<file path="src/rtl/img_pix_proc_if.sv">
// Stream and configuration bundle for img_pix_proc.
// master drives pixels/config and samples results; slave is the pixel processor.
interface img_pix_proc_if #(
  parameter int DW  = 8,
  parameter int FCW = 16
);
  logic           InVSYNC;
  logic           InHSYNC;
  logic           InEN;
  logic [DW-1:0]  InData;
  logic           CFG_VALID;
  logic [1:0]     CFG_ADDR;
  logic [DW-1:0]  CFG_DATA;
  logic           OutVSYNC;
  logic           OutHSYNC;
  logic           OutEN;
  logic [DW-1:0]  OutData;
  logic [1:0]     ActMode;
  logic [FCW-1:0] FrameCnt;

  modport master (
    output InVSYNC, InHSYNC, InEN, InData, CFG_VALID, CFG_ADDR, CFG_DATA,
    input  OutVSYNC, OutHSYNC, OutEN, OutData, ActMode, FrameCnt
  );

  modport slave (
    input  InVSYNC, InHSYNC, InEN, InData, CFG_VALID, CFG_ADDR, CFG_DATA,
    output OutVSYNC, OutHSYNC, OutEN, OutData, ActMode, FrameCnt
  );
endinterface

</file>
<file path="src/rtl/img_pix_proc.sv">
// Per-pixel bypass/invert/threshold/offset path with fixed latency LAT and
// double-buffered configuration committed on every InVSYNC rising edge.
module img_pix_proc #(
  parameter int DW  = 8,
  parameter int LAT = 2,
  parameter int FCW = 16
) (
  input logic         clk_sys,
  input logic         reset_sys,
  img_pix_proc_if.slave pif
);
  localparam logic [DW-1:0] MAX     = {DW{1'b1}};
  localparam logic [DW-1:0] THR_RST = {1'b1, {(DW-1){1'b0}}};

  logic            vs_d_q;
  logic            vs_rise;
  logic [1:0]      sh_mode_q, sh_mode_d;
  logic [DW-1:0]   sh_thr_q, sh_thr_d;
  logic [DW-1:0]   sh_ofs_q, sh_ofs_d;
  logic [1:0]      act_mode_q, act_mode_d;
  logic [DW-1:0]   act_thr_q, act_thr_d;
  logic [DW-1:0]   act_ofs_q, act_ofs_d;
  logic [FCW-1:0]  fcnt_q, fcnt_d;
  logic [DW+1:0]   sum;
  logic [DW-1:0]   pix_d;

  logic [DW-1:0]   dat_q [LAT];
  logic [LAT-1:0]  vs_q, hs_q, en_q;

  assign vs_rise = pif.InVSYNC & ~vs_d_q;

  always_comb begin
    sh_mode_d = sh_mode_q;
    sh_thr_d  = sh_thr_q;
    sh_ofs_d  = sh_ofs_q;
    if (pif.CFG_VALID) begin
      case (pif.CFG_ADDR)
        2'd0:    sh_mode_d = pif.CFG_DATA[1:0];
        2'd1:    sh_thr_d  = pif.CFG_DATA;
        2'd2:    sh_ofs_d  = pif.CFG_DATA;
        default: ;
      endcase
    end
    // A write coinciding with frame start passes straight into the active set.
    act_mode_d = vs_rise ? sh_mode_d : act_mode_q;
    act_thr_d  = vs_rise ? sh_thr_d  : act_thr_q;
    act_ofs_d  = vs_rise ? sh_ofs_d  : act_ofs_q;
    fcnt_d     = fcnt_q + {{(FCW-1){1'b0}}, vs_rise};
  end

  // Stage-1 operation uses the values that become active this cycle, so the
  // frame-start pixel already sees the newly committed settings.
  always_comb begin
    sum   = {2'b00, pif.InData} + {{2{act_ofs_d[DW-1]}}, act_ofs_d};
    pix_d = pif.InData;
    case (act_mode_d)
      2'd0: pix_d = pif.InData;
      2'd1: pix_d = MAX - pif.InData;
      2'd2: pix_d = (pif.InData >= act_thr_d) ? MAX : '0;
      default: begin
        if (sum[DW+1])    pix_d = '0;
        else if (sum[DW]) pix_d = MAX;
        else              pix_d = sum[DW-1:0];
      end
    endcase
  end

  always_ff @(posedge clk_sys or posedge reset_sys) begin
    if (reset_sys) begin
      vs_d_q     <= 1'b0;
      sh_mode_q  <= '0;
      sh_thr_q   <= THR_RST;
      sh_ofs_q   <= '0;
      act_mode_q <= '0;
      act_thr_q  <= THR_RST;
      act_ofs_q  <= '0;
      fcnt_q     <= '0;
    end else begin
      vs_d_q     <= pif.InVSYNC;
      sh_mode_q  <= sh_mode_d;
      sh_thr_q   <= sh_thr_d;
      sh_ofs_q   <= sh_ofs_d;
      act_mode_q <= act_mode_d;
      act_thr_q  <= act_thr_d;
      act_ofs_q  <= act_ofs_d;
      fcnt_q     <= fcnt_d;
    end
  end

  always_ff @(posedge clk_sys or posedge reset_sys) begin
    if (reset_sys) begin
      for (int i = 0; i < LAT; i++) dat_q[i] <= '0;
      vs_q <= '0;
      hs_q <= '0;
      en_q <= '0;
    end else begin
      dat_q[0] <= pix_d;
      vs_q[0]  <= pif.InVSYNC;
      hs_q[0]  <= pif.InHSYNC;
      en_q[0]  <= pif.InEN;
      for (int i = 1; i < LAT; i++) begin
        dat_q[i] <= dat_q[i-1];
        vs_q[i]  <= vs_q[i-1];
        hs_q[i]  <= hs_q[i-1];
        en_q[i]  <= en_q[i-1];
      end
    end
  end

  assign pif.OutVSYNC = vs_q[LAT-1];
  assign pif.OutHSYNC = hs_q[LAT-1];
  assign pif.OutEN    = en_q[LAT-1];
  assign pif.OutData  = en_q[LAT-1] ? dat_q[LAT-1] : '0;
  assign pif.ActMode  = act_mode_q;
  assign pif.FrameCnt = fcnt_q;
endmodule

</file>
<file path="src/flat_wrapper.sv">
// flat-port wrapper written by rule: the top's interface ports become plain ports
module img_pix_proc_flat 
#(
  parameter int DW  = 8,
  parameter int LAT = 2,
  parameter int FCW = 16
)
  (clk_sys, reset_sys, pif_InVSYNC, pif_InHSYNC, pif_InEN, pif_InData, pif_CFG_VALID, pif_CFG_ADDR, pif_CFG_DATA, pif_OutVSYNC, pif_OutHSYNC, pif_OutEN, pif_OutData, pif_ActMode, pif_FrameCnt);
  img_pix_proc_if #(.DW(DW), .FCW(FCW)) pif_i ();
  input logic clk_sys;
  input logic reset_sys;
  input wire logic [$bits(pif_i.InVSYNC)-1:0] pif_InVSYNC;
  input wire logic [$bits(pif_i.InHSYNC)-1:0] pif_InHSYNC;
  input wire logic [$bits(pif_i.InEN)-1:0] pif_InEN;
  input wire logic [$bits(pif_i.InData)-1:0] pif_InData;
  input wire logic [$bits(pif_i.CFG_VALID)-1:0] pif_CFG_VALID;
  input wire logic [$bits(pif_i.CFG_ADDR)-1:0] pif_CFG_ADDR;
  input wire logic [$bits(pif_i.CFG_DATA)-1:0] pif_CFG_DATA;
  output wire logic [$bits(pif_i.OutVSYNC)-1:0] pif_OutVSYNC;
  output wire logic [$bits(pif_i.OutHSYNC)-1:0] pif_OutHSYNC;
  output wire logic [$bits(pif_i.OutEN)-1:0] pif_OutEN;
  output wire logic [$bits(pif_i.OutData)-1:0] pif_OutData;
  output wire logic [$bits(pif_i.ActMode)-1:0] pif_ActMode;
  output wire logic [$bits(pif_i.FrameCnt)-1:0] pif_FrameCnt;
  assign pif_i.InVSYNC = pif_InVSYNC;
  assign pif_i.InHSYNC = pif_InHSYNC;
  assign pif_i.InEN = pif_InEN;
  assign pif_i.InData = pif_InData;
  assign pif_i.CFG_VALID = pif_CFG_VALID;
  assign pif_i.CFG_ADDR = pif_CFG_ADDR;
  assign pif_i.CFG_DATA = pif_CFG_DATA;
  assign pif_OutVSYNC = pif_i.OutVSYNC;
  assign pif_OutHSYNC = pif_i.OutHSYNC;
  assign pif_OutEN = pif_i.OutEN;
  assign pif_OutData = pif_i.OutData;
  assign pif_ActMode = pif_i.ActMode;
  assign pif_FrameCnt = pif_i.FrameCnt;
  img_pix_proc #(.DW(DW), .LAT(LAT), .FCW(FCW)) u_core (.clk_sys(clk_sys), .reset_sys(reset_sys), .pif(pif_i));
endmodule
</file>
<file path="config.mk">
export PLATFORM = sky130hd
export DESIGN_NAME = img_pix_proc_flat
export DESIGN_NICKNAME = d
export VERILOG_FILES = /design/src/rtl/img_pix_proc_if.sv /design/src/rtl/img_pix_proc.sv /design/src/flat_wrapper.sv
export SDC_FILE = /design/constraint.sdc
export NUM_CORES = 1
export LEC_CHECK = 0
export CAP_MARGIN = 0
export CORE_MARGIN = 2
export CORE_UTILIZATION = 58
export DETAILED_ROUTE_END_ITERATION = 10
export GPL_TIMING_DRIVEN = 0
export HOLD_SLACK_MARGIN = 0.06
export PLACE_DENSITY = 0.85
export SLEW_MARGIN = 20
export SYNTH_ARGS = -nofsm -noshare
export SYNTH_HDL_FRONTEND = slang
export SYNTH_SLANG_ARGS = --single-unit
</file>
<file path="constraint.sdc">
create_clock -name clk_sys -period 6.4 [get_ports clk_sys]
set_clock_uncertainty 0.05 [all_clocks]
set_input_delay 0.64 -clock clk_sys [delete_from_list [all_inputs] [get_ports clk_sys]]
set_output_delay 0.64 -clock clk_sys [all_outputs]
set_load 0.005 [all_outputs]
</file>
Word level (Yosys, flattened, before mapping)

Index checks and enable logic that the tools add are counted.

Add/subtract/negate cells: 3
Muxes and demuxes: 14
Reduce and logical (&&, ||, !) cells: 2
Equality and inequality tests: 4
Order comparisons: 1
Bitwise gates (word level): 2

Operators with widths:

| operator                                                               | count |
|---|---|
| 8-bit two-way mux                                                      | 10 |
| 8-bit one-hot mux with 3 select lines                                  | 1 |
| 16-bit by 1-bit adder with 16-bit output                               | 1 |
| 9-bit by 8-bit adder with 10-bit output                                | 1 |
| 8-bit greater-or-equal comparator                                      | 1 |
| 8-bit subtractor (first input constant)                                | 1 |
| 2-bit two-way mux                                                      | 3 |
| 2-bit by 1-bit equality test with 1-bit output (second input constant) | 2 |
| 2-bit equality test (second input constant)                            | 2 |
| 2-bit logical NOT                                                      | 2 |
| 1-bit bitwise AND                                                      | 1 |
| 1-bit NOT                                                              | 1 |

Input bits: 24
Logic and storage cells: 39
Output and inout bits: 29
Flip-flop bits (word level): 75

Logic depth before layout (Yosys ltp)

Gate-level depths: netlist of the first run.

Depth in word-level cells: 8
Mapped depth: 14
Gate-level depth less buffers: 13

Worst setup path after synthesis of the first run

No wires, ideal clock.

Path kind: in2reg
Start point: input port pif_CFG_ADDR[1]
End point: register u_core.dat_q[10] (netlist name)
Path buffers: 1
Stages: 12
Required time: 6.210 ns
Data arrival time: 2.719 ns
Setup slack: 3.492 ns
Setup time: 0.140 ns
Cell sequence: nand3b_1 clkbuf_1 mux2_2 nand2_1 nand2_1 ha_1 nand2b_1 a21o_1 a211oi_1 o31ai_1 nand3b_4 o221ai_1

Elaborated cells between the ends (all ways): 21
Classes of those cells: 1 x add/sub; 1 x order compare; 4 x eq/ne; 13 x mux; 2 x reduce/logical

RTL lines:

| item                                           | RTL line            | text |
|---|---|---|
| start, declared                                | flat_wrapper.sv:17  | `input wire logic [$bits(pif_i.CFG_ADDR)-1:0] pif_CFG_ADDR;` |
| 2-bit by 1-bit equality test with 1-bit output | img_pix_proc.sv:37  | `case (pif.CFG_ADDR)` |
| 8-bit two-way mux                              | img_pix_proc.sv:37  |  |
| 8-bit two-way mux                              | img_pix_proc.sv:36  | `if (pif.CFG_VALID) begin` |
| named net u_core.sh_thr_d[0]                   | img_pix_proc.sv:18  | `logic [DW-1:0] sh_thr_q, sh_thr_d;` |
| 8-bit two-way mux                              | img_pix_proc.sv:46  | `act_thr_d = vs_rise ? sh_thr_d : act_thr_q;` |
| named net u_core.act_thr_d[0]                  | img_pix_proc.sv:21  | `logic [DW-1:0] act_thr_q, act_thr_d;` |
| 8-bit greater-or-equal comparator              | img_pix_proc.sv:59  | `2'd2: pix_d = (pif.InData >= act_thr_d) ? MAX : '0;` |
| 8-bit two-way mux                              | img_pix_proc.sv:59  |  |
| 8-bit one-hot mux with 3 select lines          | img_pix_proc.sv:56  | `case (act_mode_d)` |
| named net u_core.pix_d[2]                      | img_pix_proc.sv:25  | `logic [DW-1:0] pix_d;` |
| end signal, assigned by index                  | img_pix_proc.sv:102 | `dat_q[i] <= dat_q[i-1];` |
| end, declared                                  | img_pix_proc.sv:27  | `logic [DW-1:0] dat_q [LAT];` |

The timed path passes the listed nets, and every way through them passes these cells.

Worst setup path after layout of the first run

Start point: input port pif_CFG_ADDR[1]
End point: register u_core.dat_q[14] (netlist name)

Word-level cells in the longest chain between the ends: 8
Elaborated cells between the ends (all ways): 21
Classes of those cells: 1 x add/sub; 1 x order compare; 4 x eq/ne; 13 x mux; 2 x reduce/logical

Ends and longest elaborated chain:

| item                                        | RTL line           | text |
|---|---|---|
| 2-bit equality test (*)                     | img_pix_proc.sv:37 |  |
| 8-bit two-way mux (*)                       | img_pix_proc.sv:37 |  |
| 8-bit two-way mux (*)                       | img_pix_proc.sv:36 |  |
| 8-bit two-way mux (*)                       | img_pix_proc.sv:47 | `act_ofs_d = vs_rise ? sh_ofs_d : act_ofs_q;` |
| named net u_core.act_ofs_d[1]               | img_pix_proc.sv:22 | `logic [DW-1:0] act_ofs_q, act_ofs_d;` |
| 9-bit by 8-bit adder with 10-bit output (*) | img_pix_proc.sv:54 | `sum = {2'b00, pif.InData} + {{2{act_ofs_d[DW-1]}}, act_ofs_d};` |
| 8-bit two-way mux                           | img_pix_proc.sv:62 | `else if (sum[DW]) pix_d = MAX;` |
| 8-bit two-way mux (*)                       | img_pix_proc.sv:61 | `if (sum[DW+1]) pix_d = '0;` |
| 8-bit one-hot mux with 3 select lines (*)   | img_pix_proc.sv:56 |  |
| named net u_core.pix_d[6]                   | img_pix_proc.sv:25 |  |

The timed path passes the listed nets; every way through them passes the cells marked *.

==> summary by stage, run 1 <==
Synthesis
The cell count after synthesis is 300. For this run, asynchronously set or reset flops after synthesis account for 100%. The synthesized design spends more area on one cell type than any other, namely sky130_fd_sc_hd__dfrtp_1. The Yosys step of the flow raised 0 warnings.

The synthesized flop and latch total is 74. The top cell type's share of synthesized area is about half. The count of different cell masters after synthesis is 47. In this run the mean area of a mapped cell was between 10 and 15 µm². After synthesis, the cell types taking the most area are sky130_fd_sc_hd__dfrtp_1, sky130_fd_sc_hd__ha_1, sky130_fd_sc_hd__xnor2_1. The post-synthesis cell area is between 3000 and 4000 µm².

The sequential element share of the synthesized area is a little over half. The synthesized design contains 0 enable-type register cells. When the netlist entered floorplanning its net count stood at roughly 340. In the synthesized netlist, the cells that appear most often are sky130_fd_sc_hd__dfrtp_1, sky130_fd_sc_hd__nand2_1, sky130_fd_sc_hd__inv_1. The most used flip-flop cell after synthesis is sky130_fd_sc_hd__dfrtp_1.

The most frequent cell after synthesis is sky130_fd_sc_hd__dfrtp_1.

Timing
For the finished layout, the period the worst path requires is ~3.5 ns. Setup violations remaining at the end of the flow were counted as 0. Headroom to the max-slew limit came out at about three fifths. Timing would allow up to ~280 MHz. The worst-margin pin slew is slightly above 0.6 ns. The post-route fraction of the period consumed by the critical path is a little under three fifths. The hold violation count in the final report is 0. Setup repair after global routing left no endpoint under its margin. The number of pins exceeding their max-slew limit in the final report is 0. In the final timing run, aggregate negative setup slack is 0 ns.

Detailed routing
The number of design rule violations left after detail routing is 0. The initial detailed-routing violation count is ~120. The post-detailed-route via-to-cell ratio is between 5 and 6. Dividing the detail-routed wire length by the instance count gives 15.3 µm.

The via count is roughly 2500. The number of iterations in the first detailed-routing pass is 5. The aggregate routed wire length is between 6000 and 7000 µm. Once detail routing completed, the nets flagged for antenna violations numbered 0.

Die
The initial standard-cell utilization of the core is between 50 and 60%. 53 I/O pins were placed. The core footprint is around 6000 µm². The die covers around 6700 µm². The die is ~82 µm wide.

From bottom edge to top edge, the die measures between 80 and 90 µm. After floorplanning, the core was divided into 28 placement rows.

Power
The power share of the combinational group is a little under a third. The clock share of power is 25.9%. Summed over all nets, the switching power comes to ~0.43 mW. Net switching is between 20% and 30% of the power. The static leakage power is 2.07 nW. The sequential power share is 43.8%. The internal portion of the total power is ~1.0 mW. The worst-case IR drop observed on VDD is between 200 and 250 µV. The power density relative to cell area is 332 nW/µm².

Placement
The final weighted congestion in routability-driven placement is 0.875. The estimated wirelength of the detail-placed design is ~5000 µm. Port buffering added 52 buffers. After detailed placement, the design holds a cell count of about 430.

Worst setup path
The worst setup path is of the primary input to flop kind. For flop-to-flop paths, the worst setup slack is approximately 3.3 ns. The arrival time at the worst endpoint is 3.69 ns. The worst setup path is launched from a primary input. The required time of the critical path is approximately 6.6 ns. The maximum fanout along the worst path is 8. The sort of element at the end of the critical path is a flop.

Outcome
The run finished with clean final reports.

Global routing
The first-pass GRT wire length is between 10000 and 15000 µm. After global routing the overflow that remains totals 0. The initial antenna violation count is 0. The number of global-route vias before repair is between 2000 and 3000. The overall fraction of global-route tracks in use is approximately a quarter. Entering global routing, the biggest net connects 54 pins.

Finish
The fraction of final layout cells sized beyond drive strength 1 is 12.7%. The count of non-filler cells in the finished layout is between 400 and 500. The area added between synthesis and finish is 24.3%. The total inserted antenna cells is 0. At the end of the flow, the number of nets in the layout was about 410.

Flow run
The number of maximum-capacitance constraint violations is 0.

Clock tree
The number of H-tree levels is 3. The number of clock buffers added by TritonCTS is 9. In this run the post-CTS setup repair buffer count came out at 0. TritonCTS built the clock tree. The later pin in the worst-skew pair is clocked with a latency of 0.34 ns. Once the clock tree was built, the resizer swapped 0 gates to a different size. The buffer cell driving the clock tree root is sky130_fd_sc_hd__clkbuf_8. After clock tree synthesis, the clock-pin slew on the worst setup and hold paths is 0.07 ns. The buffer depth of the longest clock path is 2.

For this design, the sink count on the clock tree is 74. Buffers inserted to repair hold after CTS numbered 0.

Worst hold path
The tightest min-delay check is of the flop to flop type.
-- sequential cells by signal (all words and copies together) (netlist names) --
register	cells
u_core.pif.ActMode	2
u_core.sh_mode_q	2
u_core.act_thr_q	8
u_core.sh_thr_q	8
u_core.dat_q	16
u_core.pif.FrameCnt	16
u_core.act_ofs_q	8
u_core.en_q	2
u_core.hs_q	2
u_core.sh_ofs_q	8
u_core.vs_q	2
-- layout by cell type, fill, tap and decap left out, types with 3 or more instances in the layout --
cell type                         netlist  routed
sky130_fd_sc_hd__a21oi_1               11      11
sky130_fd_sc_hd__xor2_1                 7       7
sky130_fd_sc_hd__a21o_1                 4       4
sky130_fd_sc_hd__nand3_1                9       9
sky130_fd_sc_hd__ha_1                  19      19
sky130_fd_sc_hd__clkbuf_8               0      11
sky130_fd_sc_hd__nand2_1               39      39
sky130_fd_sc_hd__o21a_1                 8       8
sky130_fd_sc_hd__nor2_1                 7       7
sky130_fd_sc_hd__inv_1                 23      22
sky130_fd_sc_hd__clkbuf_1               3       4
sky130_fd_sc_hd__buf_2                  3       3
sky130_fd_sc_hd__mux2_2                 8       8
sky130_fd_sc_hd__o221ai_2               4       4
sky130_fd_sc_hd__mux2_4                 3       3
sky130_fd_sc_hd__nand4_1                5       5
sky130_fd_sc_hd__mux2i_1                8       8
sky130_fd_sc_hd__o221ai_1               4       4
sky130_fd_sc_hd__clkdlybuf4s50_1        0      52
sky130_fd_sc_hd__and2_1                 8       8
sky130_fd_sc_hd__dfrtp_1               72      72
sky130_fd_sc_hd__xnor2_1               22      22
-- metrics by stage --
stage / setup WS, ns / utilization [%] / power, mW / instance area (µm²) / hold WS, ns
2_1_floorplan: 3.49 / - / 0.910 / 3500 / 0.281
3_3_place_gp: 2.58 / 69.9 / 1.05 / 4120 / 0.283
3_5_place_dp: 2.49 / 70.4 / 1.08 / 4150 / 0.288
4_1_cts: 2.85 / 73.9 / 1.45 / 4350 / 0.304
5_1_grt: 2.63 / 73.9 / 1.53 / 4350 / 0.305
6_report: 2.87 / 73.9 / 1.44 / 4350 / 0.301
-- power by group through the flow --
stage,logic [mW],clock network [mW],registers (mW)
floorplan,0.279,0,0.630
global placement,0.414,0,0.635
detailed placement,0.435,0,0.642
CTS,0.439,0.381,0.634
global route,0.486,0.402,0.645
finish,0.437,0.374,0.633
-- area by class of cell --
| cell class | instances | area [µm²] |
|---|---|---|
| plain buffers | 7 | 37.5 |
| clock buffers | 12 | 155 |
| clock inverters | 4 | 51.3 |
| fillers | 409 | 1530 |
| inverters | 24 | 95.1 |
| multi-input cells | 195 | 1520 |
| flip-flops and latches | 74 | 1850 |
| well taps | 75 | 93.8 |
| repair buffers | 53 | 548 |
-- critical path, cell delays in order --
cell and delay, ns:
sky130_fd_sc_hd__clkdlybuf4s50_1 0.57, sky130_fd_sc_hd__nand3b_4 0.18, sky130_fd_sc_hd__mux2i_1 0.17, sky130_fd_sc_hd__o21ai_0 0.37, sky130_fd_sc_hd__inv_1 0.12, sky130_fd_sc_hd__fa_1 0.45, sky130_fd_sc_hd__nor2b_1 0.19, sky130_fd_sc_hd__o2111ai_1 0.16
sky130_fd_sc_hd__nand3_1 0.15, sky130_fd_sc_hd__nand3_1 0.26, sky130_fd_sc_hd__a21oi_1 0.29, sky130_fd_sc_hd__o221ai_1 0.15
-- layer usage --
layer / vias to the layer above / global-route usage [%] / wire, µm
met5: - / 0 / 0
met4: 0 / 10.3 / 173
met3: 19 / 5.05 / 272
met2: 59 / 41.1 / 3490
met1: 1221 / 27.8 / 2860
li1: 1154 / - / -
-- logic make-up (layout without fill, tap and decap cells) --
family,count (synthesis),after routing,synth area share [%]
and+or+nand+nor,84,84,12.5
DFF,74,74,53.0
AOI/OAI and AO/OA,41,41,9.36
buffers and inverters,31,100,3.72
xor gates and xnor gates,29,29,7.26
muxes,21,21,6.79
adders and majority gates,20,20,7.36
-- worst paths after layout --
kind,to,cells after the start,start
min,u_core.dat_q[1],0,u_core.dat_q[9]
min in group asynchronous,u_core.pif.ActMode[0],2,reset_sys
max reg2reg,u_core.dat_q[14],12,u_core.vs_q[0]
min reg2reg,u_core.dat_q[1],0,u_core.dat_q[9]
max,u_core.dat_q[14],12,pif_CFG_ADDR[1]
max in group asynchronous,u_core.sh_thr_q[7],3,reset_sys
No activity file was read; power rests on OpenSTA's default activity.
==> inputs of run 2 (changes only) <==
--- a/config.mk
+++ b/config.mk
@@ -7,11 +7,11 @@
 export LEC_CHECK = 0
 export CAP_MARGIN = 0
 export CORE_MARGIN = 2
-export CORE_UTILIZATION = 58
+export CORE_UTILIZATION = 49
 export DETAILED_ROUTE_END_ITERATION = 10
 export GPL_TIMING_DRIVEN = 0
 export HOLD_SLACK_MARGIN = 0.06
-export PLACE_DENSITY = 0.85
+export PLACE_DENSITY = 0.76
 export SLEW_MARGIN = 20
 export SYNTH_ARGS = -nofsm -noshare
 export SYNTH_HDL_FRONTEND = slang
==> constraint.sdc (replaced) <==
create_clock -name clk_sys -period 2.94 [get_ports clk_sys]
set_clock_uncertainty 0.05 [all_clocks]
set_input_delay 0.294 -clock clk_sys [delete_from_list [all_inputs] [get_ports clk_sys]]
set_output_delay 0.294 -clock clk_sys [all_outputs]
set_load 0.005 [all_outputs]
==> run 2 against run 1 <==
Net effect: routed wire length up 0.25%; final area up 3.9%; utilization down 8.1 points.
==> summary by stage, run 2 (synthesized netlist as in run 1, its figures left out) <==
Timing
The relative slew slack is 65.8%. The hold violation count in the final report is 0. Setup violations remaining at the end of the flow were counted as 0. Counting I/O delays and the setup requirement, the final critical path takes ~2.7 ns. For the pin with the worst max-slew slack, the measured transition is about 0.5 ns. The number of pins exceeding their max-slew limit in the final report is 0. The worst hold margin is 0.173 ns.

Setup repair after global routing left no endpoint under its margin. Of the available clock period, the critical path in the final layout requires between 90% and 100%. For this run, the top clock speed supported by timing is between 300 and 400 MHz.

Worst setup path
Traced cell by cell, the critical path runs through clkdlybuf4s50_1 > nand2b_4 > buf_4 > nand2_1 > o21ai_1 > ha_1 > a21oi_2 > o211ai_1 > buf_4 > a221oi_4 > xnor2_1 > or2_1 > buf_6 > o221ai_1. The critical path in this run is classified as primary input to flop. In this run the critical register-to-register path is launched from u_core.vs_q[0].

The worst setup path is launched from a primary input. The reg-to-reg endpoint is u_core.dat_q[14]. The largest single stage delay on the critical path is 0.46 ns. Of all nets on the critical path, the largest fanout is 10.

The dominant cell type by count on the critical path is sky130_fd_sc_hd__buf_4. The required time of the critical path is roughly 3.1 ns. The setup check on the worst reg-to-reg path leaves a slack of roughly 0.23 ns. The worst setup path is captured at a flop. The slowest stage cell on the critical path is sky130_fd_sc_hd__clkdlybuf4s50_1.

The worst reg2reg path depth is 13. For the worst setup path, the data arrival time is between 2 and 3 ns.

Die
The boundary pin count is 53. The initial standard-cell utilization of the core is roughly half. The height of the die is slightly below 90 µm. In this run the core area contains 30 standard-cell rows. The core footprint is around 6900 µm².

The width of the die is roughly 89 µm. The full die area is 7840 µm².

Finish
The most frequent standard cell in the layout excluding fill and tap cells is sky130_fd_sc_hd__dfrtp_1. The layout has 540 filler cells. The fraction of final layout cells sized beyond drive strength 1 is approximately 18%.

The area used by multi-input combinational logic is 1600 µm². Leaving out fill and tap cells, the most frequent cells in the layout are sky130_fd_sc_hd__dfrtp_1, sky130_fd_sc_hd__clkdlybuf4s50_1, sky130_fd_sc_hd__nand2_1. The repair_antennas step left the layout with diodes totalling 0. The final net count is 414. The flip-flop and latch area is 1850 µm². The area added between synthesis and finish is 29.2%.

Clock tree
The buffer cell driving the clock tree root is sky130_fd_sc_hd__clkbuf_8. The number of buffers created by CTS is 9. In this run the number of H-tree levels came out at 3. The clock-pin slew on the worst setup and hold paths is 0.08 ns. The worst-skew pair later-pin latency is roughly 0.35 ns. The clock passes through at most 2 buffers. Hold repair after CTS inserted 0 buffers. TritonCTS built the clock tree. For this design, the sink count on the clock tree is 74.

Global routing
The met3 track demand over resource in global routing is 4.48%. The overall fraction of global-route tracks in use is 19.2%. The met2 usage in global routing is 32.9%. For this run the aggregate overflow at the end of global routing stands at 0. The first global-routing pass estimated between 10000 and 15000 µm of wire.

Entering global routing, the biggest net connects slightly below 60 pins. The layer flagged by global routing as most heavily used is met2. The number of global-route vias before repair is 2428. The met1 global-route usage is between 20% and 30%. The initial antenna violation count is 0.

Detailed routing
The first detailed-routing pass took 4 iterations. The via count is roughly 2400. The number of design rule violations left after detail routing is 0.

The first routing iteration left ~110 violations. The wire length per cell after detailed routing is 14.5 µm. The final layout contains routed wiring with a total length of just under 7000 µm. The post-detailed-route via-to-cell ratio is roughly 5.1. In this run the remaining antenna-violating nets after routing total 0.

Placement
The count of buffers from port buffering is 52. The final weighted congestion in routability-driven placement is roughly 0.8. After legalization and detailed placement, the total HPWL measured between 4000 and 5000 µm.

Power
The design draws ~3.2 mW. IR analysis of the VDD net gives a maximum drop of between 300 and 400 µV. The power density relative to cell area is approximately 720 nW/µm². For this design the static power due to leakage is roughly 2.1 nW.

Worst hold path
The worst hold path class is primary input to async pin.

Outcome
The run finished with clean final reports.

Flow run
Across the run, the number of max-cap violations was 0.
## run 2: cell type report
type | instances | share of cell area, %
plain buffers | 6 | 0.885
clock buffers | 11 | 2.90
clock inverters | 5 | 1.74
inverters | 24 | 2.10
multi-input cells | 195 | 35.4
flip-flops and latches | 74 | 41.0
well taps | 96 | 2.66
repair buffers | 60 | 13.3
## run 2: report_power, final
group / switching, mW / internal (mW)
Clock: 0.371 / 0.477
Sequential: 0.102 / 1.27
Combinational: 0.484 / 0.531
Total: 0.957 / 2.28
## run 2: how the worst max path moves through the flow
| stage | slack [ns] | startpoint | cells past startpoint | endpoint |
|---|---|---|---|---|
| floorplan | 0.36 | u_core.vs_q[0] | 14 | u_core.dat_q[12] |
| global placement | -0.54 | pif_CFG_ADDR[1] | 13 | u_core.dat_q[10] |
| detailed placement | -0.58 | pif_CFG_ADDR[1] | 13 | u_core.dat_q[14] |
| CTS | 0.005 | pif_CFG_ADDR[0] | 13 | u_core.dat_q[14] |
| global route | 0.06 | pif_InVSYNC | 14 | u_core.dat_q[14] |
| finish | 0.23 | pif_InVSYNC | 14 | u_core.dat_q[14] |
## run 2: what timing repair did
action | CTS | global route
buffers inserted | 6 | 1
pin swaps | 3 | 0
endpoints found under the hold margin | 0 | 0
gates resized for setup | 12 | 12
setup endpoints to repair | 8 | 8
## run 2: per-layer routing
metal	vias to the layer above	share of wire (%)
met2	54	51
met5	-	0
met4	0	1.6
met1	1166	43
li1	1165	-
met3	11	4.3
## run 2: critical path: cells and delay by family
family	cells	cell delay, ns
buffers and inverters	4	0.95
xor gates and xnor gates	1	0.10
adders and majority gates	1	0.30
and+or+nand+nor	3	0.42
AOI/OAI and AO/OA	5	0.84
## run 2: per-stage QoR
| step | utilization [%] | setup slack (ns) | TNS [ns] | instances | area, µm² |
|---|---|---|---|---|---|
| final | 65.8 | 0.226 | 0 | 471 | 4520 |
| after global routing | 65.8 | 0.0591 | 0 | 471 | 4520 |
| after CTS | 65.2 | 0.00467 | 0 | 470 | 4480 |
| after detailed placement | 60.7 | -0.582 | -4.38 | 449 | 4170 |
| after global placement | 60.3 | -0.542 | -28.54 | 448 | 4140 |
| after floorplan | - | 0.359 | 0 | 300 | 3500 |
==> inputs of run 3 (changes only) <==
--- a/config.mk
+++ b/config.mk
@@ -12,6 +12,7 @@
 export GPL_TIMING_DRIVEN = 0
 export HOLD_SLACK_MARGIN = 0.06
 export PLACE_DENSITY = 0.76
+export RECOVER_POWER = 50
 export SLEW_MARGIN = 20
 export SYNTH_ARGS = -nofsm -noshare
 export SYNTH_HDL_FRONTEND = slang
==> run 3 against run 2 <==
Net effect: clock power about the same; maximum frequency about the same; hold slack improved by 0.13 ns; total power decreased by 0.12%.
==> summary by stage, run 3 (synthesized netlist as in run 1, its figures left out) <==
Timing
The relative slew slack is ~8.6%. The post-route fraction of the period consumed by the critical path is roughly 92%. The maximum frequency from static timing analysis is 368 MHz. The hold violation count in the final report came to 0. The worst hold margin is about 0.3 ns. The final worst-path setup slack is 0.226 ns.

The clock period minus final worst setup slack is around 2.7 ns. The setup TNS is 0 ns. The number of pins exceeding their max-slew limit in the final report was 0. Setup repair after global routing left no endpoint under its margin. The setup violation total in the final timing report is 0.

The worst-margin pin slew is 1.37 ns.

Global routing
The overall overflow remaining after global route is 0. Entering global routing, the biggest net connects 59 pins. The first global-routing pass estimated approximately 11000 µm of wire.

The number of global-route vias before repair is 2428. The initial antenna violation count came to 0. The overall fraction of global-route tracks in use is roughly a fifth.

Power
The completed layout was analyzed and its total power is approximately 3.2 mW. The power density relative to cell area is roughly 720 nW/µm². The static leakage power is ~2.1 nW. The worst-case IR drop observed on VDD is between 300 and 400 µV.

Clock tree
The later pin in the worst-skew pair is clocked with a latency of ~0.35 ns. The number of buffers created by CTS is 9. The buffer depth of the longest clock path is 2. Hold repair after CTS inserted 0 buffers. The H-tree was split into 3 levels. In this run the clock root is driven by a sky130_fd_sc_hd__clkbuf_8. TritonCTS built the clock tree. The clock-pin slew on the worst setup and hold paths is roughly 0.080 ns. For this design, the sink count on the clock tree is 74.

Finish
In the final layout, the share of cells above drive strength 1 is between 15 and 20%. The total inserted antenna cells is 0. The most frequent standard cell in the layout excluding fill and tap cells is sky130_fd_sc_hd__dfrtp_1.

The area added between synthesis and finish is 28.5%. At the end of the flow, the number of nets in the layout was between 400 and 500. In the layout the commonest cells are sky130_fd_sc_hd__dfrtp_1, sky130_fd_sc_hd__clkdlybuf4s50_1, sky130_fd_sc_hd__nand2_1.

Worst setup path
The worst setup path is launched from a primary input. The required time of the critical path is ~3.2 ns. Data on the critical path arrives at its endpoint at about 2.9 ns.

The critical path is of the primary input to flop type. The worst-case register-to-register setup slack is around 0.24 ns. The worst setup path is captured at a flop.

The maximum fanout along the worst path is 10. The launch point of the worst path is pif_InVSYNC. The worst register-to-register path begins at u_core.vs_q[0].

Die
The boundary pin count is between 50 and 60. In this run the horizontal extent of the chip is between 80 and 90 µm. After floorplanning, the core was sized to cover ~6900 µm².

The initial standard-cell utilization of the core is between 50% and 60%. The die covers roughly 7800 µm². The height of the die is between 80 and 90 µm. The floorplan row count is 30.

Detailed routing
The wire length per cell after detailed routing is 14.5 µm. In the routed layout, each cell is associated on average with a via count of a little over 5. Summed over all layers, the routed wires come to 6820 µm. The count of nets left with antenna violations once routing finished came out at 0.

The first TritonRoute pass finished after 4 iterations. The initial detailed-routing violation count is 96. For this block, the via count after detailed routing is 2412. For this run, design rule violations remaining after detail routing come to 0.

Placement
The final weighted congestion in routability-driven placement is between 0.8 and 0.9. The count of buffers from port buffering is between 50 and 60. The post-place setup slack is -0.582 ns. The estimated wirelength of the detail-placed design is approximately 4900 µm.

Worst hold path
The worst hold path class is flop to flop. The beginning of the worst hold path is u_core.dat_q[14].

Flow run
Across the run, the number of max-cap violations was 0.

Outcome
The run finished with clean final reports.
-- run 3: routing by layer --
| layer | global-route usage [%] | part of all wire [%] | up-vias |
|---|---|---|---|
| li1 | - | - | 1165 |
| met1 | 23.8 | 42 | 1182 |
| met2 | 32.9 | 52 | 54 |
| met3 | 4.48 | 4.6 | 11 |
| met4 | 6.75 | 1.6 | 0 |
| met5 | 0 | 0 | - |
-- run 3: final cells by class --
cell class / count / area [µm²]
well taps: 96 / 120
flip-flops and latches: 74 / 1850
fillers: 544 / 2370
clock inverters: 5 / 78.8
plain buffers: 6 / 40.0
clock buffers: 11 / 131
repair buffers: 60 / 578
inverters: 24 / 93.8
multi-input cells: 195 / 1600
-- run 3: worst paths after layout --
path,end,cells past startpoint
max,u_core.dat_q[13],14
min,u_core.dat_q[6],0
max reg2reg,u_core.dat_q[13],13
min reg2reg,u_core.dat_q[6],0
max in group asynchronous,u_core.act_ofs_q[1],3
min in group asynchronous,u_core.en_q[0],2
-- run 3: power breakdown --
group,internal [mW],total [mW],switching (mW)
clock network,0.477,0.847,0.370
logic,0.527,1.01,0.485
registers,1.27,1.37,0.102
total,2.28,3.23,0.957
-- run 3: timing repair --
item | in CTS | in global routing
gates resized for setup | 12 | 12
pin swaps | 3 | 0
buffers inserted | 6 | 1
endpoints found under the setup margin | 8 | 8
-- run 3: critical path: stages --
cell and delay (ns):
sky130_fd_sc_hd__clkdlybuf4s50_1 0.46, sky130_fd_sc_hd__nand2b_4 0.13, sky130_fd_sc_hd__buf_4 0.19, sky130_fd_sc_hd__nand2_1 0.06, sky130_fd_sc_hd__o21ai_1 0.16, sky130_fd_sc_hd__ha_1 0.30
sky130_fd_sc_hd__a21oi_2 0.17, sky130_fd_sc_hd__o211ai_1 0.10, sky130_fd_sc_hd__buf_4 0.16, sky130_fd_sc_hd__a221oi_4 0.24, sky130_fd_sc_hd__xnor2_1 0.10, sky130_fd_sc_hd__or2_1 0.22
sky130_fd_sc_hd__buf_6 0.14, sky130_fd_sc_hd__o221ai_2 0.18
-- run 3: through the flow --
step / cells / util (%) / instance area, µm²
after floorplan: 300 / - / 3500
after global placement: 448 / 60.3 / 4140
after detailed placement: 449 / 60.7 / 4170
after CTS: 470 / 65.2 / 4480
after global routing: 471 / 65.5 / 4500
final: 471 / 65.5 / 4500
